File: src/rtl/inst_fetch_unit_pkg.sv
// inst_fetch_unit_pkg
//   Shared constants and types for the fetch stage: instruction/PC widths,
//   the canonical NOP encoding, and the {pc, inst} buffer entry type.
package inst_fetch_unit_pkg;

  localparam int PC_W       = 64;
  localparam int INST_W     = 32;
  localparam int INST_BYTES = 4;

  // addi x0, x0, 0
  localparam logic [INST_W-1:0] NOP_INST = 32'h0000_0013;

  typedef struct packed {
    logic [PC_W-1:0]   pc;
    logic [INST_W-1:0] inst;
  } fetch_entry_t;

endpackage

File: src/rtl/inst_fetch_unit_if.sv
// inst_fetch_unit_if
//   Bundles the fetch stage's external traffic: the instruction-memory read
//   port (inst_addr/inst), the EX redirect input and the decode-side
//   valid/ready output.
//   master : fetch unit side (drives inst_addr and out_*)
//   slave  : environment side (memory, EX and decode)
interface inst_fetch_unit_if;
  import inst_fetch_unit_pkg::*;

  logic [PC_W-1:0]   inst_addr;
  logic [INST_W-1:0] inst;
  logic              redirect_valid;
  logic [PC_W-1:0]   redirect_pc;
  logic              out_valid;
  logic              out_ready;
  logic [PC_W-1:0]   out_pc;
  logic [INST_W-1:0] out_inst;

  modport master (
    output inst_addr, out_valid, out_pc, out_inst,
    input  inst, redirect_valid, redirect_pc, out_ready
  );

  modport slave (
    input  inst_addr, out_valid, out_pc, out_inst,
    output inst, redirect_valid, redirect_pc, out_ready
  );

endinterface

File: src/rtl/inst_fetch_unit_fetch_buffer.sv
// fetch_buffer
//   Two-entry synchronous FIFO of {pc, inst} pairs between fetch and decode.
//   Entry 0 is always the head; a pop shifts entry 1 down.
//   clk, reset   : clock, synchronous active-high reset
//   push         : write push_entry at the tail (ignored when full without pop)
//   pop          : drop the head (ignored when empty)
//   flush        : discard all entries
//   push_entry   : entry to enqueue
//   head, valid  : head entry and its valid flag (registered state only)
//   count        : occupancy 0..2
module fetch_buffer
  import inst_fetch_unit_pkg::*;
(
  input  logic         clk,
  input  logic         reset,
  input  logic         push,
  input  logic         pop,
  input  logic         flush,
  input  fetch_entry_t push_entry,
  output fetch_entry_t head,
  output logic         valid,
  output logic [1:0]   count
);

  fetch_entry_t entries [2];
  logic         pop_ok;
  logic         full;

  assign valid  = (count != 2'd0);
  assign full   = (count == 2'd2);
  assign pop_ok = pop & valid;
  assign head   = entries[0];

  always_ff @(posedge clk) begin
    if (reset || flush) begin
      count <= 2'd0;
    end else begin
      unique case ({push, pop_ok})
        2'b10: begin
          if (!full) begin
            entries[count[0]] <= push_entry;
            count             <= count + 2'd1;
          end
        end
        2'b01: begin
          entries[0] <= entries[1];
          count      <= count - 2'd1;
        end
        // Push and pop together: occupancy is unchanged, the new word lands
        // behind whatever survives the pop.
        2'b11: begin
          if (full) begin
            entries[0] <= entries[1];
            entries[1] <= push_entry;
          end else begin
            entries[0] <= push_entry;
          end
        end
        default: ;
      endcase
    end
  end

endmodule

File: src/rtl/inst_fetch_unit.sv
// inst_fetch_unit
//   Fetch stage: owns the PC, reads instruction memory combinationally at
//   inst_addr = pc, and queues {pc, inst} toward decode in a 2-entry buffer.
//   An EX redirect flushes the buffer and restarts fetch at the word-aligned
//   target; reset has priority over everything.
//   clk    : clock, all state on rising edge
//   reset  : synchronous active-high
//   bus    : inst_fetch_unit_if.master (inst_addr/inst, redirect_*, out_*)
module inst_fetch_unit
  import inst_fetch_unit_pkg::*;
#(
  parameter logic [PC_W-1:0] RESET_PC  = 64'h0,
  parameter int              BUF_DEPTH = 2
) (
  input  logic                clk,
  input  logic                reset,
  inst_fetch_unit_if.master   bus
);

  logic [PC_W-1:0] pc;
  logic [1:0]      count;
  logic            buf_valid;
  fetch_entry_t    head;
  fetch_entry_t    new_entry;
  logic            pop;
  logic            fetch;
  logic            push;

  // fetch looks at out_ready combinationally so a full buffer still streams
  // one word per cycle while decode is accepting.
  assign pop   = buf_valid & bus.out_ready;
  assign fetch = (count < 2'(BUF_DEPTH)) | pop;
  // The word returned during a redirect belongs to the wrong path.
  assign push  = fetch & ~bus.redirect_valid;

  assign new_entry.pc   = pc;
  assign new_entry.inst = bus.inst;

  always_ff @(posedge clk) begin
    if (reset) begin
      pc <= RESET_PC;
    end else if (bus.redirect_valid) begin
      pc <= bus.redirect_pc & ~PC_W'(INST_BYTES - 1);
    end else if (fetch) begin
      pc <= pc + PC_W'(INST_BYTES);
    end
  end

  fetch_buffer u_fetch_buffer (
    .clk        (clk),
    .reset      (reset),
    .push       (push),
    .pop        (pop),
    .flush      (bus.redirect_valid),
    .push_entry (new_entry),
    .head       (head),
    .valid      (buf_valid),
    .count      (count)
  );

  assign bus.inst_addr = pc;
  assign bus.out_valid = buf_valid;
  assign bus.out_pc    = buf_valid ? head.pc   : '0;
  assign bus.out_inst  = buf_valid ? head.inst : NOP_INST;

endmodule

File: src/flat_wrapper.sv
// flat-port wrapper written by rule: the top's interface ports become plain ports
module inst_fetch_unit_flat import inst_fetch_unit_pkg::*;
#(
  parameter logic [PC_W-1:0] RESET_PC  = 64'h0,
  parameter int              BUF_DEPTH = 2
)
  (clk, reset, bus_inst_addr, bus_out_valid, bus_out_pc, bus_out_inst, bus_inst, bus_redirect_valid, bus_redirect_pc, bus_out_ready);
  inst_fetch_unit_if bus_i ();
  input  logic clk;
  input  logic reset;
  output wire logic [$bits(bus_i.inst_addr)-1:0] bus_inst_addr;
  output wire logic [$bits(bus_i.out_valid)-1:0] bus_out_valid;
  output wire logic [$bits(bus_i.out_pc)-1:0] bus_out_pc;
  output wire logic [$bits(bus_i.out_inst)-1:0] bus_out_inst;
  input wire logic [$bits(bus_i.inst)-1:0] bus_inst;
  input wire logic [$bits(bus_i.redirect_valid)-1:0] bus_redirect_valid;
  input wire logic [$bits(bus_i.redirect_pc)-1:0] bus_redirect_pc;
  input wire logic [$bits(bus_i.out_ready)-1:0] bus_out_ready;
  assign bus_inst_addr = bus_i.inst_addr;
  assign bus_out_valid = bus_i.out_valid;
  assign bus_out_pc = bus_i.out_pc;
  assign bus_out_inst = bus_i.out_inst;
  assign bus_i.inst = bus_inst;
  assign bus_i.redirect_valid = bus_redirect_valid;
  assign bus_i.redirect_pc = bus_redirect_pc;
  assign bus_i.out_ready = bus_out_ready;
  inst_fetch_unit #(.RESET_PC(RESET_PC), .BUF_DEPTH(BUF_DEPTH)) u_core (.clk(clk), .reset(reset), .bus(bus_i));
endmodule
File: config.mk
export PLATFORM = sky130hd
export DESIGN_NAME = inst_fetch_unit_flat
export DESIGN_NICKNAME = d
export VERILOG_FILES = /design/src/rtl/inst_fetch_unit_pkg.sv /design/src/rtl/inst_fetch_unit_if.sv /design/src/rtl/inst_fetch_unit_fetch_buffer.sv /design/src/rtl/inst_fetch_unit.sv /design/src/flat_wrapper.sv
export SDC_FILE = /design/constraint.sdc
export NUM_CORES = 1
export LEC_CHECK = 0
export BUFFER_PORTS_ARGS = -buffer_cell sky130_fd_sc_hd__buf_2
export CAP_MARGIN = 10
export CORE_AREA = 2 2 149 151
export DETAILED_ROUTE_END_ITERATION = 8
export DIE_AREA = 0 0 151 153
export PLACE_DENSITY = 0.91
export SETUP_SLACK_MARGIN = 0.02
export SYNTH_ARGS = -nofsm -noshare
export SYNTH_HDL_FRONTEND = slang
export SYNTH_SLANG_ARGS = --single-unit
File: constraint.sdc
create_clock -name clk -period 11.1 [get_ports clk]
set_input_delay 2.22 -clock clk [delete_from_list [all_inputs] [get_ports clk]]
set_output_delay 2.22 -clock clk [all_outputs]
set_load 0.01 [all_outputs]
# Word-level counts from Yosys, hierarchy flattened

Memory sizes are Yosys's and may differ from the RTL's.
Cells that the tools add are included.

Bits in writable memories: 192
Latch bits: 0
Logic and storage cells: 52
Register bits: 66
ROM bits: 0
Output and inout port bits: 161
Memories kept: 1

Memory list:

| memory                        | words | width | read ports | clocked after Yosys merged registers in | wr ports | RTL line                           | text |
|---|---|---|---|---|---|---|---|
| u_core.u_fetch_buffer.entries | 2     | 96    | 2          | 0                                       | 2        | inst_fetch_unit_fetch_buffer.sv:25 | `fetch_entry_t entries [2];` |

Equality and inequality tests: 5
Muxes and demuxes: 25
Divide/modulo/power cells: 0
Reductions and logical operators: 7
Shifts and indexed selects: 0
$lt $le $gt $ge: 1
Add/sub/neg operators: 3
$mul: 0
Bitwise operators: 7

Operators with widths:

| operator                                                               | number |
|---|---|
| 96-bit two-way mux                                                     | 3 |
| 64-bit two-way mux                                                     | 3 |
| 96-bit OR reduction                                                    | 1 |
| 64-bit by 3-bit adder with 64-bit output (second input constant)       | 1 |
| 32-bit two-way mux                                                     | 1 |
| 1-bit two-way mux                                                      | 16 |
| 2-bit equality test (second input constant)                            | 3 |
| 2-bit nonzero test                                                     | 3 |
| 2-bit case mux with 2 select lines                                     | 1 |
| 1-bit AND                                                              | 3 |
| 1-bit OR                                                               | 3 |
| 2-bit by 1-bit adder with 2-bit output (second input constant)         | 1 |
| 2-bit by 1-bit equality test with 1-bit output (second input constant) | 1 |
| 2-bit less-than comparator (second input constant)                     | 1 |
| 2-bit two-way mux                                                      | 1 |
| 2-bit inequality test (second input constant)                          | 1 |
| 2-bit AND reduction                                                    | 1 |
| 2-bit OR reduction                                                     | 1 |
| 2-bit by 1-bit subtractor with 2-bit output (second input constant)    | 1 |
| 1-bit logical OR                                                       | 1 |
| 1-bit inverter                                                         | 1 |

# Logic depth before layout (Yosys ltp)

Depth in word-level cells: 12
Gate-level depth with buffers: 8
Depth with buffers taken out: 7

# Cells and area by module

From an unflattened synthesis, not the netlist that was laid out.

Cells, all modules: 918
Area, all modules: 11740.0 µm²

Modules (own cells, without submodules):

| module          | cells an instance | seq. area each (µm²) | times used | area an instance (µm²) |
|---|---|---|---|---|
| fetch_buffer    | 322               | 5805.6               | 1          | 7263.2 |
| inst_fetch_unit | 596               | 1241.2               | 1          | 4476.8 |

# Worst setup path before layout

No wires, ideal clock.

Path type: input to register
Start point: input port reset
End point: memory u_core.u_fetch_buffer.entries[0][0] (netlist name), enable pin
Stages: 4
Setup time: 663 ps
Path slack: 1228 ps
Path buffers: 2
Arrival: 9210 ps
Data required time: 10437 ps
Path through: clkbuf_8 > or2_2 > clkbuf_1 > nor3_1

RTL lines:

| item        | RTL line                           | text |
|---|---|---|
| from (decl) | flat_wrapper.sv:10                 | `input logic reset;` |
| to (decl)   | inst_fetch_unit_fetch_buffer.sv:25 |  |

==> out/metrics.csv <==
metric,value,unit
status,completed,
ios,261,
synth-seq-cells,252,
cts_tree,built,
rsz0062_at_grt,no,
internal_power,0.00167,W
syn_to_final_growth,20.9,%
htreeDepth,1,
finalCritPeriodShare,0.427,
die_w,151,um
tns,0,ns
finalWeightedCongestion,0.858,
clkLatencyLatePin,0.52,ns
placedCellCount,1380,
synth_cells,884,
critPathCaptureType,register,
cap_viol_max_count,0,
die_area,23100,um^2
seq_power_share,0.507,
ant_nets,0,
tightest_slew,1.19,ns
antenna_found_initial,7,
clkPwrFrac,0.418,
grt_max_degree,88,
switching_share,0.224,
globalRouteTotalUtil,0.236,
avgSynthCellArea,12.9,um^2
hold_path.class,reg2reg,
ir_drop,0.151,mV
vias_per_cell,5.56,
timing.final.max_slew_violations,0,
power.density,157,nW/um^2
final_cell_mix,"254 x buf_2, 188 x edfxtp_1, 97 x and2_1",
synth_area,11400,um^2
path_class,in2reg,
final_common_cell,buf_2,
finClkSkew,0.0157,ns
grt_overflow_total,0,
drc,0,
worstPathArrival,5.00,ns
synth-main-ff-cell,edfxtp_1,
clock.fmax,211,MHz
setup_viol,0,
crit_slowest_cell,buf_4,
whs,0.529,ns
p_leak,5.45,nW
design_area,13700,um^2
wl,27800,um
path_clk_slew,0.06,ns
cp_top_family,buffers and inverters,
start_kind,input pin,
maxSlewHeadroom,0.207,
fin_util,0.639,
stdcell_count,1436,
ctsHoldBuffers,0,
portBuffers,254,
grt_pass1_vias,7717,
core_region_area,21500,um^2
clockBufferDepth,3,
period_minus_slack,4.74,ns
via_count,7985,
dp_hpwl,18700,um
postCtsSetupBuffers,0,
cts_resized,0,
ys_seq_area_frac,0.609,
numClockSinks,252,
post_drt_wl_per_cell,19.4,um
cp_cell_sequence,"buf_2, buf_4, or2_2, nor2_4, buf_4, mux2_2",
placed_area,12800,um^2
start_util,0.529,
path_max_fanout,87,
nFillCells,1590,
cpPeakStageDelay,0.96,ns
cp_num_buf_inv,3,
power.switching,0.000482,W
synth.distinct_cells,59,
required,11.36,ns
final_nets,1230,
cts_buffers,27,
cpMostUsedCell,buf_4,
grt_pass1_wl,42600,um
synth_warnings,0,
drt_iter0_markers,519,
drive_above_1_share,0.375,
hold_viol,0,
core.rowCount,54,
root_buffer,clkbuf_16,
p_comb_frac,0.075,
die_height,153,um
async_reset_ff_frac,0,
drtPass1Iterations,5,
synth_edf_count,188,
## sequential cells by signal (all words and copies together) (netlist names)
register                       count
u_core.bus.inst_addr              62
u_core.u_fetch_buffer.entries    188
u_core.u_fetch_buffer.count        2
## power by group through the flow
stage | sequential (W) | combinational (W) | clock (W)
4_1_cts | 0.00109 | 0.000164 | 0.000914
2_1_floorplan | 0.00111 | 0.0000908 | 0
3_3_place_gp | 0.00111 | 0.000157 | 0
6_report | 0.00109 | 0.000162 | 0.000898
3_5_place_dp | 0.00111 | 0.000162 | 0
5_1_grt | 0.00109 | 0.000178 | 0.000954
## final cells by class
class                      instances  area [um^2]  area share
antenna                            7         17.5     0.00128
multi-input combinational        579         4190       0.305
clock inverter                    14          150      0.0109
tap                              280          350      0.0255
sequential                       252         6930       0.504
timing repair buffer             263         1340      0.0975
inverter                           6         22.5     0.00164
clock buffer                      35          746      0.0543
## synthesized netlist by cell type (all sizes together), types with 2 or more instances
master | instances | area (um^2)
a2111oi | 3 | 28.8
a211oi | 28 | 215
a21oi | 15 | 75.1
a311oi | 3 | 26.3
and2 | 100 | 628
and3 | 22 | 140
and4 | 9 | 80.1
buf | 22 | 125
clkbuf | 26 | 118
dfxtp | 64 | 1280
edfxtp | 188 | 5650
inv | 6 | 22.5
mux2 | 90 | 1010
mux2i | 13 | 130
nand2 | 39 | 146
nand2b | 5 | 33.8
nand3 | 28 | 140
nand4 | 32 | 246
nand4b | 2 | 17.5
nor2 | 80 | 303
nor2b | 3 | 26.3
nor3 | 16 | 100
nor3b | 5 | 37.5
nor4 | 9 | 135
nor4b | 2 | 38.8
o21ai | 6 | 30.0
or2 | 4 | 25.0
or3 | 3 | 18.8
xnor2 | 30 | 263
xor2 | 23 | 201
## cells by family (layout without fill, tap and decap cells)
| kind of cell | count (synthesis) | count (layout) | synth area share |
|---|---|---|---|
| other | 1 | 11 | 0.000330 |
| buffers and inverters | 56 | 318 | 0.0252 |
| multiplexers | 103 | 103 | 0.101 |
| AND/OR/NAND/NOR | 361 | 361 | 0.188 |
| AO/OA/AOI/OAI | 57 | 57 | 0.0347 |
| flip-flops | 252 | 252 | 0.609 |
| XOR/XNOR | 53 | 53 | 0.0408 |
| adder cells (fa/ha/maj) | 1 | 1 | 0.00110 |
## tightest hold or removal path: stages, from the launching register on
cell      delay (ns)
edfxtp_1        0.32
nand2_1         0.04
o21ai_0         0.06
## per-layer routing
layer	track usage	wire length, um	vias to the layer above
met3	0.0534	2200	44
met1	0.307	11400	3850
li1	-	-	3737
met5	0	0	-
met2	0.398	13600	354
met4	0.0654	622	0
## path summary, 6_finish.rpt
check	endpoint	slack (ns)	from	cells after the start
max	u_core.u_fetch_buffer.entries[0][17]	6.36	reset	6
min	u_core.u_fetch_buffer.entries[0][89]	0.53	u_core.u_fetch_buffer.entries[1][89]	2
max reg2reg	u_core.u_fetch_buffer.entries[0][17]	8.24	u_core.u_fetch_buffer.count[1]	5
min reg2reg	u_core.u_fetch_buffer.entries[0][89]	0.53	u_core.u_fetch_buffer.entries[1][89]	2
## stage by stage
stage | total power (W) | setup slack [ns]
after floorplan | 0.00120 | 1.23
after global placement | 0.00126 | 5.91
after detailed placement | 0.00127 | 5.86
after CTS | 0.00217 | 6.38
after global routing | 0.00223 | 6.24
final | 0.00215 | 6.36
Note: power is estimated with default switching activity, not from simulation.
